[src/rtl/mul_div_unit.sv]
// Iterative RV32M-style multiply/divide: 1 bit per cycle, result XLEN+2 edges after accept (div-by-zero/overflow on the accept edge).
// Holds the result in DONE until out_ready; a new request may be taken on the same edge as the output handshake.
module mul_div_unit #(
    parameter int XLEN  = 32,
    parameter int TAG_W = 5
) (
    input  logic             clk,
    input  logic             reset,
    input  logic             flush,
    input  logic             in_valid,
    output logic             in_ready,
    input  logic [2:0]       in_op,
    input  logic [XLEN-1:0]  in_a,
    input  logic [XLEN-1:0]  in_b,
    input  logic [TAG_W-1:0] in_tag,
    output logic             out_valid,
    input  logic             out_ready,
    output logic [XLEN-1:0]  out_data,
    output logic [TAG_W-1:0] out_tag,
    output logic             busy
);
    typedef enum logic [1:0] {IDLE, CALC, FIX, DONE} state_t;

    localparam int CNT_W = $clog2(XLEN + 1);
    localparam logic [CNT_W-1:0] CNT_LAST = CNT_W'(XLEN);

    state_t            state;
    logic [2:0]        op_q;
    logic [TAG_W-1:0]  tag_q;
    logic [XLEN-1:0]   hi, lo, dvs, res_q;
    logic              neg_q;
    logic [CNT_W-1:0]  cnt;

    logic              accept, is_div, a_signed, b_signed, a_neg, b_neg;
    logic              div_zero, ovf, neg_d;
    logic [XLEN-1:0]   mag_a, mag_b, fast_res, fix_res;
    logic [XLEN:0]     mul_sum, div_shift, div_diff;
    logic [2*XLEN-1:0] prod_s;

    always_comb begin
        in_ready  = reset & ~flush & ((state == IDLE) | ((state == DONE) & out_ready));
        accept    = in_valid & in_ready;
        is_div    = in_op[2];
        a_signed  = (in_op != 3'd3) && (in_op != 3'd5) && (in_op != 3'd7);
        b_signed  = (in_op == 3'd0) || (in_op == 3'd1) || (in_op == 3'd4) || (in_op == 3'd6);
        a_neg     = a_signed & in_a[XLEN-1];
        b_neg     = b_signed & in_b[XLEN-1];
        mag_a     = a_neg ? (~in_a + 1'b1) : in_a;
        mag_b     = b_neg ? (~in_b + 1'b1) : in_b;
        // remainders follow the dividend; everything else follows sign(a) ^ sign(b)
        neg_d     = (is_div & in_op[1]) ? a_neg : (a_neg ^ b_neg);
        div_zero  = is_div & (in_b == '0);
        ovf       = is_div & ~in_op[0] & (in_a == {1'b1, {(XLEN-1){1'b0}}}) & (in_b == '1);
        fast_res  = '0;
        if (div_zero)
            fast_res = in_op[1] ? in_a : '1;
        else if (ovf)
            fast_res = in_op[1] ? '0 : in_a;

        mul_sum   = {1'b0, hi} + {1'b0, (lo[0] ? dvs : '0)};
        div_shift = {hi, lo[XLEN-1]};
        div_diff  = div_shift - {1'b0, dvs};

        prod_s    = neg_q ? (~{hi, lo} + 1'b1) : {hi, lo};
        case (op_q)
            3'd0:          fix_res = prod_s[XLEN-1:0];
            3'd4, 3'd5:    fix_res = neg_q ? (~lo + 1'b1) : lo;
            3'd6, 3'd7:    fix_res = neg_q ? (~hi + 1'b1) : hi;
            default:       fix_res = prod_s[2*XLEN-1:XLEN];
        endcase

        out_valid = (state == DONE);
        out_data  = out_valid ? res_q : '0;
        out_tag   = out_valid ? tag_q : '0;
        busy      = (state != IDLE);
    end

    always_ff @(posedge clk or negedge reset) begin
        if (!reset) begin
            state <= IDLE;
            op_q  <= '0;
            tag_q <= '0;
            hi    <= '0;
            lo    <= '0;
            dvs   <= '0;
            res_q <= '0;
            neg_q <= 1'b0;
            cnt   <= '0;
        end else if (flush) begin
            state <= IDLE;
            cnt   <= '0;
        end else begin
            case (state)
                IDLE, DONE: begin
                    if (accept) begin
                        op_q  <= in_op;
                        tag_q <= in_tag;
                        neg_q <= neg_d;
                        hi    <= '0;
                        lo    <= is_div ? mag_a : mag_b;
                        dvs   <= is_div ? mag_b : mag_a;
                        cnt   <= '0;
                        if (div_zero | ovf) begin
                            res_q <= fast_res;
                            state <= DONE;
                        end else begin
                            state <= CALC;
                        end
                    end else if ((state == DONE) && out_ready) begin
                        state <= IDLE;
                    end
                end
                CALC: begin
                    if (cnt == CNT_LAST) begin
                        state <= FIX;
                    end else begin
                        cnt <= cnt + 1'b1;
                        if (op_q[2]) begin
                            // restoring step: keep the subtraction only if it did not borrow
                            if (!div_diff[XLEN]) begin
                                hi <= div_diff[XLEN-1:0];
                                lo <= {lo[XLEN-2:0], 1'b1};
                            end else begin
                                hi <= div_shift[XLEN-1:0];
                                lo <= {lo[XLEN-2:0], 1'b0};
                            end
                        end else begin
                            hi <= mul_sum[XLEN:1];
                            lo <= {mul_sum[0], lo[XLEN-1:1]};
                        end
                    end
                end
                FIX: begin
                    res_q <= fix_res;
                    state <= DONE;
                end
                default: state <= IDLE;
            endcase
        end
    end
endmodule

[config.mk]
export PLATFORM = sky130hd
export DESIGN_NAME = mul_div_unit
export DESIGN_NICKNAME = d
export VERILOG_FILES = /design/src/rtl/mul_div_unit.sv
export SDC_FILE = /design/constraint.sdc
export NUM_CORES = 1
export LEC_CHECK = 0
export CAP_MARGIN = 10
export CELL_PAD_IN_SITES_DETAIL_PLACEMENT = 0
export CELL_PAD_IN_SITES_GLOBAL_PLACEMENT = 1
export CORE_MARGIN = 2
export CORE_UTILIZATION = 48
export CTS_CLUSTER_SIZE = 40
export DETAILED_ROUTE_END_ITERATION = 6
export PLACE_DENSITY = 0.95
export SLEW_MARGIN = 10
export SYNTH_ARGS = -nofsm -noshare
export SYNTH_HDL_FRONTEND = slang
export SYNTH_SLANG_ARGS = --single-unit
[constraint.sdc]
create_clock -name clk -period 7.7 [get_ports clk]
set_input_delay 1.54 -clock clk [delete_from_list [all_inputs] [get_ports clk]]
set_output_delay 1.54 -clock clk [all_outputs]
set_load 0.02 [all_outputs]
== Word level (Yosys, flattened, before mapping) ==
Index checks and enable logic that the tools add are counted.
W data, S select, Z words.
Storage, ports and cells
  register bits after elaboration: 145
  logic and storage cells: 122
Operators by class
  bitwise operators: 21
  muxes and demuxes: 39
  reductions and logical operators: 22
  eq/ne operators: 23
  add/sub/neg operators: 8
Operators by type and width (count)
  $mux W32: 21
  $pmux W32 S2: 3
  $add A32 B1 Y32 const B: 4
  $not A32 Y32: 4
  $pmux W32 S3: 1
  $add A64 B1 Y64 const B: 1
  $eq A32 B32 Y1 const B: 2
  $mux W64: 1
  $not A64 Y64: 1
  $add A32 B32 Y33: 1
  $sub A33 B32 Y33: 1
  $logic_not A32 Y1: 1
  $eq A3 B3 Y1 const B: 6
  $mux W6: 3
  $ne A3 B3 Y1 const B: 5
  $pmux W6 S2: 1
  $and A1 B1 Y1: 11
  $mux W2: 5
  $reduce_and A4 Y1: 2
  $add A6 B1 Y6 const B: 1
  $eq A6 B6 Y1 const B: 1
  $logic_not A3 Y1: 2
  $ne A2 B2 Y1 const B: 3
  $pmux W2 S3: 1
  other kinds (18): 31

== Depth between registers and ports, before layout ==
Gate-level depths: netlist of the first run.
  depth in word-level cells: 9
  mapped depth: 14
  mapped depth without buffers: 14

== Least setup slack after synthesis of the first run ==
Ideal clock, no wire load.
  kind: input port to flip-flop
  start: input in_b[12]
  end: register res_q[17]
  stages on the path: 10
  slack: 3648 ps
  data required time: 7553 ps
  arrival: 3905 ps
  cell sequence: or4_1 -> nor4_1 -> nand4bb_1 -> nor4b_2 -> o21ai_0 -> or2_2 -> a21o_1 -> clkbuf_1 -> nand2_1 -> o311ai_0
Between the ends
  word-level cells in the longest chain between the ends: 7
  elaborated cells on any way between the ends: 12
  classes of those cells: 2 x eq/ne; 5 x mux; 3 x bitwise; 2 x reduce/logical
RTL lines
  start, declared: RTL line 14  | input logic [XLEN-1:0] in_b,
  $eq A32 B32 Y1: RTL line 53  | ovf = is_div & ~in_op[0] & (in_a == {1'b1, {(XLEN-1){1'b0}}}) & (in_b == '1);
  $and A1 B1 Y1: RTL line 53
  $mux W32: RTL line 57  | else if (ovf)
  $mux W32: RTL line 55  | if (div_zero)
  $mux W32: RTL line 103  | if (div_zero | ovf) begin
  $mux W32: RTL line 95  | if (accept) begin
  $pmux W32 S2: RTL line 93  | case (state)
  end signal, assigned: RTL line 104  | res_q <= fast_res;
  end signal, assigned: RTL line 134  | res_q <= fix_res;
  end, declared: RTL line 30  | logic [XLEN-1:0] hi, lo, dvs, res_q;
Several ways; a longest one is shown, not always the timed one. The select of a mux whose other input is x is not followed.
A chain may end at the register's enable or synchronous reset.

== Worst setup path after layout of the first run ==
  start: input in_b[10]
  end: register res_q[16]
The elaborated chain is that of the path after synthesis.

==> impl_metrics.yaml, run 1 <==
floorplanning:
  io_pins: 117
  rows: 65
  die_h_um: 183
  die_area_um2: 33400
  die_x_um: 183
  initial_core_util: 0.487
  core_area_um2: 31600
yosys:
  yosysWarnings: 0
  netlist_instances: 2057
  ys_seq_area_frac: 0.236
  syn_avg_cell_area_um2: 7.46
  yosys.cell_types.count: 84
  synth_edf_count: 0
  synth.cell_area_um2: 15400
  ys_seq_elements: 145
  syn_nets: 2211
  async_flop_share: 1.00
  synth_area_leaders: "dfrtp_1 (24%), o21ai_0 (6.7%), ha_1 (6.1%)"
  synthFlopType: "dfrtp_1"
  synth_top_area_cell: "dfrtp_1"
  synth_top_area_frac: 0.236
sta:
  final.setup.tns_ns: 0
  maxSlewHeadroom: 0.228
  finalCritPeriodShare: 0.663
  period_minus_slack_ns: 5.10
  worst_pin_slew_ns: 1.15
  setup_violations: 0
  final_hold_viol_count: 0
  rsz0062_at_grt: "false"
  fmax_mhz: 196
  slew_viol_final: 0
  final.setup_skew_ns: 0.0101
grt:
  grt_overflow: 0
  grt_pass1_vias: 14700
  grt_max_degree: 93
  track_usage: 0.327
  antenna_found_initial: 2
  grt_pass1_wl_um: 85100
worst_hold_path:
  hp-class: "flip-flop to flip-flop"
clock_tree:
  cts_tree: "yes"
  cts_max_level: 4
  cts_made_buffers: 17
  clock_latency_ns: 0.45
  post_cts_buffers: 0
  cts_max_path_buffers: 2
  clk_pin_slew_ns: 0.07
  hold_buffers: 0
  cts-resized-gates: 0
  cts_root_buf: "clkbuf_16"
  clock_sinks: 145
power:
  p_total_mw: 6.53
  power_density_nw_per_um2: 380
  pwr-share-seq: 0.233
  p_clk_frac: 0.128
  intPower_mw: 3.11
  ir_worst_vdd_mv: 0.166
  p_sw_mw: 3.42
  pwr-share-comb: 0.640
  p_leak_nw: 7.25
  p_sw_frac: 0.524
detailed_routing:
  drcViolationCount: 0
  vias: 15700
  initialDrtViolationCount: 1643
  wire_per_inst_um: 21.9
  postRouteAntennaNets: 0
  routed_wl_um: 54400
  first_pass_iters: 6
  viasPerCell: 6.31
worst_setup_path:
  critPathKind: "input pin to flip-flop"
  crit_fanout: 38
  path_delay_family: "simple AND/OR/NAND/NOR gates"
  end_kind: "flip-flop"
  critPathRequiredTime_ns: 8.00
  crit_chain: "clkdlybuf4s50_1, or4_1, nor4_1, nand4bb_1, nor4b_2, o21ai_0, or2_2, a21oi_2, buf_4, o21ai_0, o21ai_0, o21ai_0"
  worst_setup_path_start_kind: "input pin"
  path_common_cell: "o21ai_0"
  cp_slowest_cell: "nor4b_2"
  worst-path-buf-inv: 2
  slowest_delay_ns: 0.65
  cp_data_arrival_time_ns: 5.40
cells_and_area:
  syn_to_final_growth_pct: 12.0
  nets: 2225
  utilization: 0.545
  drive_gt1_frac: 0.0633
place:
  place_hpwl_um: 42100
  io_buffers: 116
  gp_congestion: 0.998
job:
  cap_violations: 0
run_status:
  status: "complete, no violations"
==> synthesized netlist by cell type, drive strengths merged, types with 19 or more instances <==
master	instances
a211oi	41
a21o	32
a21oi	161
a31oi	31
and2	51
clkbuf	122
dfrtp	145
ha	75
inv	73
mux2	45
mux2i	36
nand2	198
nand2b	22
nand3	23
nand4	20
nor2	221
nor3	31
nor4	19
o21ai	225
o21bai	25
o22ai	19
o31ai	28
or3	21
xnor2	81
xor2	94
==> worst min-delay path, cell delays in order (launching register included) <==
cell and delay (ns):
dfrtp_1 0.34, nand2_1 0.05, o21ai_0 0.06
==> path summary, 6_finish.rpt <==
path                              to  cells after the start      from  slack (ns)
setup / recovery           res_q[16]                     12  in_b[10]        2.60
hold / removal               dvs[10]                      2   dvs[10]        0.48
setup reg to reg            res_q[6]                     11     lo[0]        2.88
hold reg to reg              dvs[10]                      2   dvs[10]        0.48
max in group asynchronous      neg_q                      2     reset        5.57
min in group asynchronous     dvs[3]                      1     reset        0.93
==> per-stage QoR <==
step	hold slack [ns]	setup WS [ns]	instances	instance area, um2
3_3_place_gp	0.460	2.47	2454	16600
2_1_floorplan	0.442	3.65	2057	15400
5_1_grt	0.508	2.38	2486	17200
3_5_place_dp	0.469	2.36	2454	16600
4_1_cts	0.484	2.82	2486	17200
6_report	0.481	2.60	2487	17200
==> sequential cells by signal, indices dropped and copies added (netlist names) <==
register,count
neg_q,1
cnt,6
state,2
lo,32
res_q,32
op_q,3
dvs,32
tag_q,5
hi,32
==> final cells by class <==
class	instances	area, um2
fillers	2972	14400
clock buffers	17	425
repair buffers	135	1300
inverters	73	274
clock inverters	15	144
flip-flops and latches	145	3630
multi-input cells	1699	10900
diodes	1	2.50
well taps	402	503
==> layer usage <==
metal / global-route usage / part of all wire / vias to the layer above
li1: - / - / 7452
met1: 0.432 / 0.42 / 7364
met2: 0.514 / 0.44 / 747
met3: 0.0643 / 0.081 / 136
met4: 0.157 / 0.053 / 2
met5: 0 / 0.00029 / -
==> power groups by stage <==
stage / clock [mW] / sequential [mW] / combinational (mW)
after detailed placement: 0 / 1.51 / 4.04
after global routing: 0.870 / 1.57 / 4.56
final: 0.835 / 1.52 / 4.18
after global placement: 0 / 1.50 / 3.98
after CTS: 0.836 / 1.50 / 4.08
after floorplan: 0 / 1.25 / 3.18
==> cell families after synthesis <==
group / count (synthesis) / share of synthesized area
AO/OA/AOI/OAI: 687 / 0.279
AND/OR/NAND/NOR: 679 / 0.211
buffers and inverters: 213 / 0.0539
XOR/XNOR: 175 / 0.0998
flip-flops: 145 / 0.236
multiplexers: 81 / 0.0565
adder cells (fa/ha/maj): 77 / 0.0637
==> layout by cell type, fill, tap and decap left out, types with 21 or more instances in the layout <==
cell / count
ha_1: 74
mux2i_1: 36
dfrtp_1: 143
xnor2_1: 81
mux2_2: 45
o21ai_0: 207
a211oi_1: 41
nor3_1: 31
nand2_1: 198
a31oi_1: 31
nand2b_1: 21
xor2_1: 94
nand3_1: 23
and2_1: 50
nor2_1: 220
o21bai_1: 24
inv_1: 73
o31ai_1: 25
a21oi_1: 160
clkdlybuf4s50_1: 114
a21o_1: 32
Note: power is estimated with default switching activity, not from simulation.
==> run 2: changes to the inputs <==
CORE_UTILIZATION = 41   (was 48)
PLACE_DENSITY = 0.87   (was 0.95)
clock period = 4.2 ns   (was 7.7 ns; I/O delays follow)
==> run 2 against run 1 <==
- setup slack worse by 2.3 ns
- register-to-register slack worse by 2.6 ns
- total power rose by 87%
- combinational power increased by 90%
- largest power group unchanged
- highest routed layer unchanged
==> impl_metrics.yaml, run 2 (synthesized netlist as in run 1, its figures left out) <==
run_status:
  status: "complete, no violations"
floorplanning:
  rows: 70
  io_pins: 117
  core_area_um2: 36800
  initial_core_util: 0.417
  die_x_um: 198
  die_area_um2: 39000
  die_h_um: 198
worst_setup_path:
  crit_fanout: 8
  critPathRequiredTime_ns: 4.56
  worst_setup_path_start_kind: "flip-flop"
  reg2reg_from: "hi[0]"
  critPathKind: "flip-flop to flip-flop"
  end_kind: "flip-flop"
  cp_data_arrival_time_ns: 4.31
  cp-startpoint: "hi[0]"
  endpoint: "res_q[18]"
  reg2reg_to: "res_q[18]"
  reg2reg_depth: 11
  r2r_slack_ns: 0.25
detailed_routing:
  top_layer: "met5"
  wl_met1_um: 24500
  postRouteAntennaNets: 0
  routed_wl_um: 57100
  wire_per_inst_um: 21.8
  wl_met3_um: 4380
  vias: 15900
  first_pass_iters: 5
  initialDrtViolationCount: 1623
  drcViolationCount: 0
  met2_length_um: 25300
  viasPerCell: 6.09
sta:
  final_hold_viol_count: 0
  final.setup.tns_ns: 0
  period_minus_slack_ns: 3.95
  fmax_mhz: 253
  setup_slack_ns: 0.250
  rsz0062_at_grt: "false"
  finalCritPeriodShare: 0.940
  slew_viol_final: 0
  final.setup_skew_ns: 0.0152
  worst_pin_slew_ns: 1.19
  setup_violations: 0
  maxSlewHeadroom: 0.209
grt:
  grt_pass1_wl_um: 87400
  grt_overflow: 0
  grt_max_degree: 114
  grt_pass1_vias: 14900
  antenna_found_initial: 2
  track_usage: 0.292
cells_and_area:
  final_cell_mix: "nor2_1 (221), o21ai_0 (207), nand2_1 (198), a21oi_1 (160), dfrtp_1 (143)"
  utilization: 0.485
  drive_gt1_frac: 0.0908
  diodes: 0
  nets: 2289
  final_cells: 2616
  syn_to_final_growth_pct: 16.1
  final_common_cell: "nor2_1"
place:
  pre_cts_ws_ns: -0.0709
  gp_congestion: 1.01
  place_hpwl_um: 45000
  place_inst: 2584
  io_buffers: 116
clock_tree:
  cts_tree: "yes"
  post_cts_buffers: 0
  cts_max_level: 4
  clk_pin_slew_ns: 0.08
  cts_root_buf: "clkbuf_16"
  clock_latency_ns: 0.45
  cts-resized-gates: 0
  clock_sinks: 145
  cts_max_path_buffers: 2
  hold_buffers: 0
  cts_made_buffers: 17
power:
  intPower_mw: 5.90
  p_total_mw: 12.2
  pwr-share-seq: 0.221
  p_leak_nw: 7.60
  ir_worst_vdd_mv: 0.345
  pwr-share-comb: 0.649
  power_density_nw_per_um2: 686
  p_sw_frac: 0.518
  p_sw_mw: 6.33
  p_clk_frac: 0.130
worst_hold_path:
  hp-class: "input pin to async pin"
job:
  cap_violations: 0
[run 2: power by group through the flow]
| stage | registers (mW) | clock network, mW | logic, mW |
|---|---|---|---|
| after floorplan | 2.28 | 0 | 5.83 |
| after global placement | 2.68 | 0 | 7.63 |
| after detailed placement | 2.70 | 0 | 7.72 |
| after CTS | 2.68 | 1.61 | 7.78 |
| after global routing | 2.78 | 1.67 | 8.66 |
| final | 2.70 | 1.60 | 7.93 |
[run 2: stage by stage]
stage,hold WS [ns],cell area (um2)
CTS,0.450,17800
finish,0.447,17800
detailed placement,0.469,17200
global route,0.466,17800
global placement,0.459,17200
floorplan,0.442,15400
[run 2: final cells by class]
class,instances,area (um2)
clock buffers,17,425
clock inverters,15,168
repair buffers,199,1830
inverters,73,274
multi-input cells,1699,10900
well taps,468,586
fillers,3686,19000
flip-flops and latches,145,3630
[run 2: how the worst min path moves through the flow]
| stage | from | to | slack [ns] | cells past startpoint |
|---|---|---|---|---|
| 2_1_floorplan | res_q[14] | res_q[14] | 0.44 | 2 |
| 3_3_place_gp | dvs[26] | dvs[26] | 0.46 | 1 |
| 3_5_place_dp | dvs[26] | dvs[26] | 0.47 | 1 |
| 4_1_cts | reset | dvs[10] | 0.45 | 2 |
| 5_1_grt | reset | dvs[10] | 0.47 | 2 |
| 6_report | reset | dvs[10] | 0.45 | 2 |
[run 2: layer usage]
metal,global-route usage,up-vias
met5,0,-
met4,0.146,4
met3,0.0502,124
met2,0.454,652
met1,0.389,7595
li1,-,7563
[run 2: critical path, cell delays in order, from the launching register on]
cell      delay (ns)
dfrtp_1         0.49
inv_1           0.22
ha_1            0.26
or3b_1          0.44
or4_4           0.55
or3_1           0.38
or4_1           0.53
o21ai_1         0.18
xor2_1          0.09
o221ai_1        0.41
a21oi_1         0.13
o21ai_0         0.18
==> run 3: changes to the inputs <==
CELL_PAD_IN_SITES_DETAIL_PLACEMENT = default   (was 0)
CELL_PAD_IN_SITES_GLOBAL_PLACEMENT = default   (was 1)
CORE_UTILIZATION = 50   (was 41)
HOLD_SLACK_MARGIN = 0.1   (was default)
PLACE_DENSITY = 0.81   (was 0.87)
==> run 3 against run 2 <==
- the flow now finishes with violations (design-rule violations)
- non-clock buffer count decreased by 2
- hold slack improved by 0.029 ns
- setup slack improved by 0.047 ns
- cell count decreased by 2.8%
- largest cell class unchanged
==> impl_metrics.yaml, run 3 (synthesized netlist as in run 1, its figures left out) <==
sta:
  period_minus_slack_ns: 3.90
  final_hold_viol_count: 0
  maxSlewHeadroom: 0.356
  slew_viol_final: 0
  rsz0062_at_grt: "false"
  final.setup_skew_ns: 0.0166
  fin_hold_ws_ns: 0.476
  setup_slack_ns: 0.297
  setup_violations: 0
  final.setup.tns_ns: 0
  finalCritPeriodShare: 0.929
  fmax_mhz: 256
  worst_pin_slew_ns: 0.954
worst_setup_path:
  worst_setup_path_start_kind: "flip-flop"
  end_kind: "flip-flop"
  critPathRequiredTime_ns: 4.52
  critPathKind: "flip-flop to flip-flop"
  cp_data_arrival_time_ns: 4.22
  crit_fanout: 8
cells_and_area:
  fillerInstances: 2817
  nets: 2288
  final_common_cell: "nor2_1"
  final_cell_mix: "nor2_1 (221), o21ai_0 (207), nand2_1 (198), a21oi_1 (160), dfrtp_1 (142)"
  multiInputGateArea_um2: 10900
  drive_gt1_frac: 0.0908
  final-seq-area_um2: 3630
  syn_to_final_growth_pct: 15.4
place:
  pre_cts_ws_ns: 0.00561
  gp_congestion: 1.04
  place_hpwl_um: 43700
  io_buffers: 116
detailed_routing:
  wire_per_inst_um: 22.1
  routed_wl_um: 56200
  postRouteAntennaNets: 0
  viasPerCell: 6.44
  first_pass_iters: 7
  drcViolationCount: 2
  vias: 16400
  initialDrtViolationCount: 2219
floorplanning:
  rows: 64
  die_area_um2: 32100
  initial_core_util: 0.505
  core_area_um2: 30400
  die_x_um: 179
  die_h_um: 179
  io_pins: 117
power:
  p_leak_nw: 7.58
  ir_worst_vdd_mv: 0.352
  power_density_nw_per_um2: 692
clock_tree:
  cts_made_buffers: 17
  clk_pin_slew_ns: 0.07
  cts_max_path_buffers: 2
  cts_root_buf: "clkbuf_16"
  clock_latency_ns: 0.44
  cts_tree: "yes"
  clock_sinks: 145
  cts_max_level: 4
grt:
  track_usage: 0.347
  grtUsageMet1: 0.456
  grt_util_met3: 0.0666
  busiest_layer: "met2"
  grt_overflow: 0
  grt_max_degree: 76
  antenna_found_initial: 3
  grt_pass1_wl_um: 85400
  met2_usage: 0.524
  grt_pass1_vias: 15200
worst_hold_path:
  hp-class: "flip-flop to flip-flop"
run_status:
  violations: "design-rule violations"
  status: "complete, but fails checks"
job:
  cap_violations: 0
-- run 3: where the power goes --
group | switching [mW] | total (mW) | internal [mW]
Combinational | 4.79 | 7.94 | 3.15
Clock | 0.687 | 1.58 | 0.888
Sequential | 0.827 | 2.75 | 1.92
-- run 3: metal layers --
layer | wire (um) | part of all wire
met4 | 3760 | 0.067
met3 | 5460 | 0.097
met1 | 22500 | 0.40
met5 | 0 | 0
met2 | 24500 | 0.44
-- run 3: layout make-up --
class	instances	area share
diodes	1	0.000141
clock inverters	13	0.00861
well taps	396	0.0280
flip-flops and latches	145	0.205
multi-input cells	1699	0.616
repair buffers	197	0.102
clock buffers	19	0.0244
inverters	73	0.0157
repair inverters	1	0.000424
-- run 3: critical path, stage by stage (launching register included) --
cell	delay, ns
dfrtp_2	0.51
and2_1	0.18
ha_1	0.22
inv_1	0.07
fa_1	0.39
nand2b_1	0.20
a21oi_1	0.22
o211ai_1	0.17
o21ai_0	0.24
and2_1	0.26
a41oi_2	0.23
o31ai_1	0.49
a31o_2	0.25
xor2_1	0.08
a221o_1	0.30
-- run 3: per-stage QoR --
step | instance area, um2 | util | std cells | total power, mW
after floorplan | 15400 | - | 2057 | 8.12
after global placement | 17100 | 0.562 | 2508 | 10.1
after detailed placement | 17100 | 0.562 | 2508 | 10.3
after CTS | 17700 | 0.581 | 2540 | 12.0
after global routing | 17700 | 0.582 | 2543 | 13.0
final | 17700 | 0.583 | 2544 | 12.3
-- run 3: path summary, 6_finish.rpt --
path | slack (ns) | from | cells past startpoint | end
max in group asynchronous | 2.45 | reset | 3 | lo[0]
hold / removal | 0.48 | res_q[7] | 2 | res_q[7]
setup / recovery | 0.30 | lo[0] | 14 | hi[29]
hold reg to reg | 0.48 | res_q[7] | 2 | res_q[7]
setup reg to reg | 0.30 | lo[0] | 14 | hi[29]
min in group asynchronous | 0.49 | reset | 2 | dvs[7]
-- run 3: what timing repair did --
item,CTS,global route
setup endpoints to repair,0,1
setup buffers,0,2
resized for setup,0,4
hold buffers,0,0
